File: src/rtl/prefetch_byte_queue.sv
// Circular byte queue between instruction fetch and the decoder: one-byte push per
// cycle, three-byte combinational peek window, whole-instruction (1..3 byte) retire.
module prefetch_byte_queue #(
    parameter int DATA_W = 8,
    parameter int DEPTH  = 16,
    parameter int PTR_W  = 4
) (
    input  logic                queue_clk,
    input  logic                queue_reset_n,
    input  logic                queue_flush,
    input  logic [DATA_W-1:0]   queue_in,
    input  logic                queue_push,
    input  logic [1:0]          queue_pull_len,
    output logic [3*DATA_W-1:0] queue_out,
    output logic [2:0]          queue_valid,
    output logic [PTR_W:0]      queue_count,
    output logic                queue_full,
    output logic                queue_push_drop,
    output logic                queue_pull_err
);

    // Handshake: queue_push and queue_pull_len are sampled every rising edge with no
    // ready signal. Priority is flush > pull > push; a push is judged against the
    // room left after the same-cycle legal pull, and rejected or illegal requests
    // are reported by registered one-cycle pulses one cycle later.

    localparam logic [PTR_W:0] DEPTH_C = (PTR_W+1)'(DEPTH);

    logic [DATA_W-1:0] mem [DEPTH];
    logic [PTR_W-1:0]  ptr_s;
    logic [PTR_W-1:0]  ptr_e;
    logic [PTR_W:0]    count;
    logic              push_drop_q;
    logic              pull_err_q;

    logic [PTR_W:0]    pull_len_ext;
    logic              pull_ok;
    logic [PTR_W:0]    legal_len;
    logic [PTR_W:0]    count_after_pull;
    logic              push_acc;

    always_comb begin
        pull_len_ext     = (PTR_W+1)'(queue_pull_len);
        pull_ok          = (pull_len_ext <= count);
        legal_len        = pull_ok ? pull_len_ext : '0;
        count_after_pull = count - legal_len;
        push_acc         = queue_push && !queue_flush && (count_after_pull < DEPTH_C);
    end

    always_ff @(posedge queue_clk or negedge queue_reset_n) begin
        if (!queue_reset_n) begin
            ptr_s       <= '0;
            ptr_e       <= '0;
            count       <= '0;
            push_drop_q <= 1'b0;
            pull_err_q  <= 1'b0;
        end else if (queue_flush) begin
            // Flush swallows any same-cycle push or pull without reporting errors.
            ptr_s       <= '0;
            ptr_e       <= '0;
            count       <= '0;
            push_drop_q <= 1'b0;
            pull_err_q  <= 1'b0;
        end else begin
            if (pull_ok) begin
                ptr_s <= ptr_s + PTR_W'(queue_pull_len);
            end
            if (push_acc) begin
                ptr_e <= ptr_e + 1'b1;
            end
            count       <= count_after_pull + {{PTR_W{1'b0}}, push_acc};
            push_drop_q <= queue_push && !push_acc;
            pull_err_q  <= !pull_ok;
        end
    end

    // Storage is deliberately left out of reset.
    always_ff @(posedge queue_clk) begin
        if (push_acc) begin
            mem[ptr_e] <= queue_in;
        end
    end

    for (genvar i = 0; i < 3; i++) begin : g_window
        logic [PTR_W-1:0] idx;
        assign idx                            = ptr_s + PTR_W'(i);
        assign queue_out[i*DATA_W +: DATA_W]  = mem[idx];
        assign queue_valid[i]                 = (count > (PTR_W+1)'(i));
    end

    assign queue_count     = count;
    assign queue_full      = (count == DEPTH_C);
    assign queue_push_drop = push_drop_q;
    assign queue_pull_err  = pull_err_q;

endmodule

File: config.mk
export PLATFORM = sky130hd
export DESIGN_NAME = prefetch_byte_queue
export DESIGN_NICKNAME = d
export VERILOG_FILES = /design/src/rtl/prefetch_byte_queue.sv
export SDC_FILE = /design/constraint.sdc
export NUM_CORES = 1
export LEC_CHECK = 0
export ABC_CLOCK_PERIOD_IN_PS = 11100
export BUFFER_PORTS_ARGS = -buffer_cell sky130_fd_sc_hd__buf_2
export CAP_MARGIN = 40
export CORE_ASPECT_RATIO = 1.2
export CORE_MARGIN = 3
export CORE_UTILIZATION = 40
export CTS_BUF_LIST = sky130_fd_sc_hd__clkbuf_16
export DETAILED_ROUTE_END_ITERATION = 10
export GPL_TIMING_DRIVEN = 0
export PLACE_DENSITY = 0.67
export SETUP_SLACK_MARGIN = 0.4
export SYNTH_ARGS = -nofsm -noshare
export SYNTH_HDL_FRONTEND = slang
export SYNTH_SLANG_ARGS = --single-unit
File: constraint.sdc
create_clock -name queue_clk -period 11.1 [get_ports queue_clk]
set_input_delay 2.22 -clock queue_clk [delete_from_list [all_inputs] [get_ports queue_clk]]
set_output_delay 2.22 -clock queue_clk [all_outputs]
set_load 0.05 [all_outputs]
==> results of run 1 <==
-- worst paths after layout --
path | start | endpoint | slack (ps)
hold / removal | ptr_e[0]$_DFFE_PN0P_ | ptr_e[3]$_DFFE_PN0P_ | 640
setup reg to reg | queue_count[1]$_DFF_PN0_ | queue_count[4]$_DFF_PN0_ | 6660
hold reg to reg | ptr_e[0]$_DFFE_PN0P_ | ptr_e[3]$_DFFE_PN0P_ | 640
max in group asynchronous | queue_reset_n | ptr_s[1]$_DFFE_PN0N_ | 9130
setup / recovery | queue_pull_len[1] | queue_count[4]$_DFF_PN0_ | 5290
min in group asynchronous | queue_reset_n | queue_count[1]$_DFF_PN0_ | 1700
-- synth_stat cells (2+ instances only) --
| cell type | n | area share, % |
|---|---|---|
| buf_6 | 6 | 0.83 |
| xor2_1 | 3 | 0.32 |
| nand3_1 | 18 | 1.1 |
| a21oi_1 | 10 | 0.62 |
| nand2b_1 | 4 | 0.31 |
| ha_1 | 14 | 2.2 |
| mux4_1 | 8 | 2.6 |
| nand2_1 | 69 | 3.2 |
| fa_1 | 2 | 0.49 |
| o21ai_0 | 4 | 0.25 |
| nor2_1 | 22 | 1.0 |
| inv_1 | 10 | 0.46 |
| nor2b_1 | 14 | 1.1 |
| a32o_1 | 8 | 0.99 |
| o31ai_1 | 2 | 0.19 |
| a221oi_1 | 10 | 1.1 |
| mux4_2 | 78 | 22 |
| a211oi_1 | 7 | 0.65 |
| and2_1 | 2 | 0.15 |
| a21o_1 | 2 | 0.19 |
| xnor2_1 | 4 | 0.43 |
| mux2i_1 | 30 | 3.7 |
| clkbuf_1 | 11 | 0.51 |
| nand4_1 | 4 | 0.31 |
| buf_2 | 10 | 0.62 |
| buf_1 | 8 | 0.37 |
| dfrtp_1 | 15 | 4.6 |
| nor3_1 | 7 | 0.43 |
| edfxtp_1 | 128 | 47 |
| buf_4 | 5 | 0.46 |
| or3_1 | 2 | 0.15 |
-- final cells by class --
type	instances	area, um^2
Buffer	41	231
Clock buffer	17	425
Clock inverter	15	121
Fill cell	1704	10400
Inverter	11	41.3
Multi-Input combinational cell	338	3640
Sequential cell	143	4220
Tap cell	261	327
Timing Repair Buffer	64	375
-- state kept, by name (all words and copies together) (netlist names) --
register	flops
queue_pull_err	1
ptr_s	4
queue_count	5
mem	128
queue_push_drop	1
ptr_e	4
-- where the power goes --
part           switching (uW)  total, uW  internal (uW)
combinational            1070       1650            572
sequential               26.6        643            617
clock                     229        535            306
-- cells by family (layout without fill, tap and decap cells) --
kind of cell	after synthesis	count (layout)	share of synthesized area [%]
mux	116	116	27.9
flops	143	143	52.0
simple gates	146	146	8.14
xor+xnor	8	8	0.956
fa+ha+maj	16	16	2.65
buf+inv	52	148	3.36
compound gates	52	52	4.92
-- through the flow --
stage                     total power [uW]  setup WS (ps)  utilization [%]  hold WS, ps
final                                 2830           5290             47.5          642
after global routing                  2920           4910             47.5          690
after CTS                             2820           5330             47.5          645
after detailed placement              2290           4900             44.7          637
after global placement                2260           4510             43.9          611
after floorplan                       1850           5540                -          591
-- worst max-delay path, cell delays in order --
cell and delay, ps:
buf_2 130, ha_1 300, nor2b_1 140, o211a_1 280, nor2_1 130, ha_1 180
inv_1 50, fa_1 480, o31ai_1 430, and3_1 210, buf_2 170, ha_1 260
ha_1 280, inv_1 80, o311ai_0 490, a21o_1 190, a21oi_1 60
-- per-layer routing --
metal  up-vias  global-route usage (%)
li1       2323                       -
met1      2863                    27.5
met2       338                    36.8
met3        58                    4.15
met4         2                    10.4
met5         -                       0
-- cells in the final DEF, fill, tap and decap left out, drive strengths merged, types with 10 or more instances in the layout --
cell    Yosys  final
a21oi      10     10
a221oi     10     10
buf        29     93
clkbuf     12     29
dfrtp      15     15
edfxtp    128    128
ha         14     14
inv        11     16
mux2i      30     30
mux4       86     86
nand2      69     69
nand3      18     18
nor2       22     22
nor2b      14     14
==> metrics.yaml, run 1 <==
numClockSinks: 143
yosysSeqAreaShare_pct: 52.0
die_h_um: 162
start_util_pct: 41.1
ctsResizeCount: 0
wirelength_mm: 23.7
cts_inserted_buffers: 17
ctsLongestPathBuffers: 2
grt_pass1_wl_mm: 35.2
boundaryPins: 49
end_kind: "flip-flop"
synthCells: 533
worst_ep_arrival_time_ps: 6100
rsz0062_at_grt: "no"
drt_iter0_drc: 636
period_minus_slack_ps: 5810
avgSynthCellArea_um2: 15.2
slew_headroom_pct: 41.3
drive_above_1_share_pct: 31.5
stdcell_count: 890
m1WireLength_mm: 8.87
worstPathMaxFanout: 7
fin_setup_tns_ps: 0
rows: 56
wl_met3_mm: 2.05
worst_slew_pin_slew_ps: 875
overflow: 0
dr.pass1.iters: 6
vdd_drop_max_mv: 0.340
wl_per_cell_um: 26.7
yosys_warnings: 0
setup_viol: 0
grt_max_degree: 17
clk_latency_ps: 440
critPathLaunchType: "primary input"
ys.flop_type: "edfxtp_1"
fin_skew_ps: 14.4
viasPerCell: 6.27
final_nets: 646
cts_setup_buffers: 0
antennaDiodeCount: 0
vias: 5584
hpwl_mm: 17.0
dieArea_um2: 22000
async_flop_share_pct: 10.5
cts_root_buf: "clkbuf_16"
ys_types: 47
drtAntennaViolNets: 0
hold_violations: 0
antenna_found_initial: 1
grt_pass1_vias: 5639
fp.coreArea_um2: 19800
fmax_mhz: 172
die_x_um: 136
gp_congestion: 0.894
drc: 0
drv_slew: 0
synth_seq_cells: 143
cts_hold_buf: 0
fin_crit_sh_pct: 52.4
areaGrowthSynthToFinish_pct: 15.6
r2r_cells: 17
cts_tree: "yes"
htreeDepth: 4
cap_violations: 0
place_area_um2: 8830
place_inst: 858
synth_edf_count: 128
grt_usage_pct: 22.0
min_path_type: "reg -> reg"
stdcell_area_um2: 9380
dr_wl_met2_mm: 11.8
path_class: "in -> reg"
top_layer: "met5"
port_buffers: 48
worstHoldPathCells: 2
synth_nets: 563
cp.required_ps: 11380
p_leak_uw: 0.00327
power_density_nw_per_um2: 301
synth_area_um2: 8110
cts.reportedPaths.clkPinSlew_ps: 60
status: "complete, no violations"
Note: power is estimated with default switching activity, not from simulation.
==> run 2, diff against run 1 <==
- ABC_CLOCK_PERIOD_IN_PS: 11100 -> 5100
- PLACE_DENSITY: 0.67 -> 0.69
- clock period: 11.1 -> 5.1 ns (I/O delays scaled with it)
==> run 2 against run 1 <==
  * Global-route usage up 0.25 points
  * Flip-flop and latch count unchanged
  * Worst hold slack worse by 140 ps
  * Count of clock-buffer cells in the layout unchanged
  * Non-clock buffer count unchanged
  * Largest power group unchanged
==> metrics.yaml, run 2 (same netlist as run 1, synthesis figures left out) <==
top_register: "mem"
clk_latency_ps: 430
mostFrequentLayoutCell: "edfxtp_1"
worstPathMaxFanout: 10
die_x_um: 136
end_kind: "output pin"
antenna_found_initial: 0
worst_slew_pin_slew_ps: 920
largest_reg_flops: 128
p_leak_uw: 0.00330
path_class: "reg -> out"
cts_hold_buf: 0
critPathLaunchType: "flip-flop"
fmax_mhz: 224
boundaryPins: 49
htreeDepth: 4
min_path_type: "in -> async"
stdcell_area_um2: 9470
numClockSinks: 143
port_buffers: 48
drv_slew: 0
power_density_nw_per_um2: 671
cts_tree: "yes"
rows: 56
drive_above_1_share_pct: 32.3
wirelength_mm: 23.7
utilization_pct: 47.9
slew_headroom_pct: 38.2
drc: 0
fin_hold_ws_ps: 507
hpwl_mm: 16.6
drt_iter0_drc: 741
worst_ep_arrival_time_ps: 3450
viasPerCell: 6.47
fp.coreArea_um2: 19800
fillers: 1683
start_util_pct: 41.1
status: "complete, no violations"
fin_crit_sh_pct: 87.7
grt_usage_pct: 22.2
period_minus_slack_ps: 4470
antennaDiodeCount: 0
ctsLongestPathBuffers: 2
cts_inserted_buffers: 17
dr.pass1.iters: 5
areaGrowthSynthToFinish_pct: 16.8
place_inst: 857
cap_violations: 0
place_area_um2: 8810
hold_violations: 0
final_nets: 646
layout_common_cells: "edfxtp_1 (128), mux4_2 (78), nand2_1 (69)"
rsz0062_at_grt: "no"
stdcell_count: 890
cts_setup_buffers: 0
vdd_drop_max_mv: 0.548
ctsResizeCount: 0
fin_skew_ps: 14.5
cts.reportedPaths.clkPinSlew_ps: 60
setup_viol: 0
die_h_um: 162
overflow: 0
wl_per_cell_um: 26.6
grt_max_degree: 17
dieArea_um2: 22000
gp_congestion: 0.896
grt_pass1_vias: 5880
drtAntennaViolNets: 0
vias: 5762
grt_pass1_wl_mm: 35.4
cp.required_ps: 4080
cts_root_buf: "clkbuf_16"
-- run 2: cell types whose count changed in the layout (fill, tap and decap cells not counted), moves of 2 or more --
cell / previous run / this run
clkinv_1: 3 / 1
inv_6: 3 / 1
buf_6: 10 / 6
clkinvlp_4: 2 / 4
bufinv_16: 1 / 5
buf_4: 17 / 21
-- run 2: layout make-up --
type                    count  area, um^2  area share (%)
inverters                  11        41.3           0.436
plain buffers              41         231            2.44
flip-flops and latches    143        4220            44.5
multi-input cells         338        3650            38.5
clock buffers              17         425            4.49
repair buffers             64         360            3.80
clock inverters            15         219            2.31
well taps                 261         327            3.45
-- run 2: power breakdown --
part	internal (uW)	leakage (uW)	switching [uW]
registers	1340	0.00135	60.0
clock network	865	0.000304	494
logic	1260	0.00165	2340
-- run 2: through the flow --
step	setup TNS, ps	total power (uW)	setup slack (ps)
2_1_floorplan	0	4030	740
3_3_place_gp	-5640	4910	-230
3_5_place_dp	0	4960	120
4_1_cts	0	6330	548
5_1_grt	0	6590	423
6_report	0	6360	627
-- run 2: path summary, 6_finish.rpt --
| kind | start | to | slack, ps | depth (start not counted) |
|---|---|---|---|---|
| max | ptr_s[1]$_DFFE_PN0N_ | queue_out[19] | 630 | 7 |
| min | queue_reset_n | queue_count[1]$_DFF_PN0_ | 510 | 1 |
| max reg2reg | queue_count[1]$_DFF_PN0_ | queue_count[4]$_DFF_PN0_ | 890 | 17 |
| min reg2reg | ptr_e[0]$_DFFE_PN0P_ | ptr_e[3]$_DFFE_PN0P_ | 650 | 2 |
| max in group asynchronous | queue_reset_n | ptr_s[1]$_DFFE_PN0N_ | 4330 | 1 |
| min in group queue_clk | ptr_e[0]$_DFFE_PN0P_ | ptr_e[3]$_DFFE_PN0P_ | 650 | 2 |
-- run 2: metal layers --
layer	part of all wire, %	vias up	track usage, %
li1	-	2326	-
met1	36	2921	28.1
met2	49	437	35.6
met3	9.4	78	4.52
met4	6.0	0	12.9
met5	0	-	0
-- run 2: worst max-delay path, stage by stage (launching register included) --
cell,delay [ps]
dfrtp_1,460
ha_1,460
clkbuf_1,630
clkbuf_1,520
nor2b_1,100
a211oi_1,480
a21oi_1,120
buf_2,250
==> run 3, diff against run 2 <==
- BUFFER_PORTS_ARGS: -buffer_cell sky130_fd_sc_hd__buf_2 -> -buffer_cell sky130_fd_sc_hd__clkbuf_2
==> run 3 against run 2 <==
  * Maximum frequency up 0.33%
  * Register-to-register slack got worse by 70 ps
  * First-iteration DRC count decreased by 3.2%
  * Cell area down 0.50%
  * Largest cell class unchanged
==> metrics.yaml, run 3 (same netlist as run 1, synthesis figures left out) <==
drc: 0
top_register: "mem"
multi_input_area_um2: 3640
rows: 56
cts_root_buf: "clkbuf_16"
crit_top_cell: "ha_1"
p_comb_share_pct: 57.2
worstPathMaxFanout: 7
cts_tree: "yes"
vias: 5632
netSwitchingFraction_pct: 46.1
fp.coreArea_um2: 19800
ctsLongestPathBuffers: 2
ctsResizeCount: 0
htreeDepth: 4
port_buffers: 48
boundaryPins: 49
wl_per_cell_um: 26.9
antennaDiodeCount: 0
end_kind: "flip-flop"
critPathLaunchType: "primary input"
areaGrowthSynthToFinish_pct: 16.2
start_util_pct: 41.1
die_h_um: 162
gp_congestion: 0.893
drtAntennaViolNets: 0
layout_common_cells: "edfxtp_1 (128), mux4_2 (78), nand2_1 (69)"
fin_crit_sh_pct: 87.4
p_int_uw: 3390
stdcell_area_um2: 9430
cap_violations: 0
fin_skew_ps: 7.79
min_path_type: "in -> async"
pwr-share-seq_pct: 22.3
power_density_nw_per_um2: 667
dr.pass1.iters: 6
drive_above_1_share_pct: 31.7
antenna_found_initial: 0
place_area_um2: 8820
cp.required_ps: 5430
cp_top_family: "simple AND/OR/NAND/NOR gates"
grt_max_degree: 17
setup_viol: 0
drt_iter0_drc: 717
status: "complete, no violations"
die_x_um: 136
path_class: "in -> reg"
slew_headroom_pct: 39.9
grt_pass1_vias: 5844
p_leak_uw: 0.00330
overflow: 0
rr_startpoint: "queue_count[1]$_DFF_PN0_"
largest_reg_flops: 128
hpwl_mm: 16.9
fmax_mhz: 224
p_clk_share_pct: 20.5
mostFrequentLayoutCell: "edfxtp_1"
cts_inserted_buffers: 17
viasPerCell: 6.34
r2r_end: "queue_count[3]$_DFF_PN0_"
crit_path_cell_trace: "clkbuf_2 > ha_1 > nor2b_1 > o211a_1 > nor2_1 > ha_1 > inv_1 > fa_1 > or4_4 > and3_1 > buf_2 > ha_1 > a2111oi_0 > nor4_1 > nor3_1"
fin_hold_ws_ps: 504
rsz0062_at_grt: "no"
layout.area.seq_um2: 4220
dieArea_um2: 22000
wirelength_mm: 23.9
worst_ep_arrival_time_ps: 4790
r2r_slack_ps: 820
worst_slew_pin_slew_ps: 902
fillers: 1670
switchingPower_uw: 2900
vdd_drop_max_mv: 0.543
critPathSlowestCell: "or4_4"
period_minus_slack_ps: 4460
clk_latency_ps: 430
utilization_pct: 47.7
critPathMaxStageDelay_ps: 590
cts_setup_buffers: 0
path_buf_inv: 3
hold_violations: 0
cts.reportedPaths.clkPinSlew_ps: 60
r2r_cells: 15
cts_hold_buf: 0
p_total_uw: 6280
final_nets: 646
grt_pass1_wl_mm: 35.6
numClockSinks: 143
grt_usage_pct: 22.3
drv_slew: 0
-- run 3: worst max path at each step --
stage                      start                       end  slack, ps  cells past startpoint
2_1_floorplan  queue_pull_len[1]  queue_count[3]$_DFF_PN0_        740                     14
3_3_place_gp   queue_pull_len[1]       mem[2][0]$_DFFE_PP_       -260                     13
3_5_place_dp   queue_pull_len[1]  queue_count[4]$_DFF_PN0_        100                     17
4_1_cts        queue_pull_len[1]  queue_count[4]$_DFF_PN0_        530                     17
5_1_grt        queue_pull_len[1]  queue_count[3]$_DFF_PN0_        400                     15
6_report       queue_pull_len[1]  queue_count[3]$_DFF_PN0_        640                     15
-- run 3: area by class of cell --
class	count	area share (%)
Sequential cell	143	44.8
Multi-Input combinational cell	338	38.7
Clock buffer	17	4.51
Timing Repair Buffer	64	3.86
Tap cell	261	3.46
Buffer	41	2.46
Clock inverter	13	1.84
Inverter	11	0.438
-- run 3: per-stage QoR --
stage / cells / setup TNS [ps] / setup WS [ps]
6_report: 888 / 0 / 642
5_1_grt: 888 / 0 / 401
4_1_cts: 888 / 0 / 529
3_5_place_dp: 858 / 0 / 98.0
3_3_place_gp: 842 / -7630 / -255
2_1_floorplan: 533 / 0 / 740
-- run 3: routing by layer --
| layer | wire length [um] | up-vias | track usage (%) | share of wire [%] |
|---|---|---|---|---|
| li1 | - | 2322 | - | - |
| met1 | 8410 | 2839 | 26.9 | 35 |
| met2 | 11900 | 391 | 37.1 | 50 |
| met3 | 2390 | 80 | 5.55 | 10 |
| met4 | 1240 | 0 | 11.4 | 5.2 |
| met5 | 0 | - | 0 | 0 |
-- run 3: power groups by stage --
stage / combinational [uW] / clock [uW] / sequential, uW
CTS: 3560 / 1290 / 1400
finish: 3590 / 1290 / 1400
global placement: 3490 / 0 / 1420
floorplan: 2550 / 0 / 1480
global route: 3760 / 1350 / 1410
detailed placement: 3540 / 0 / 1420
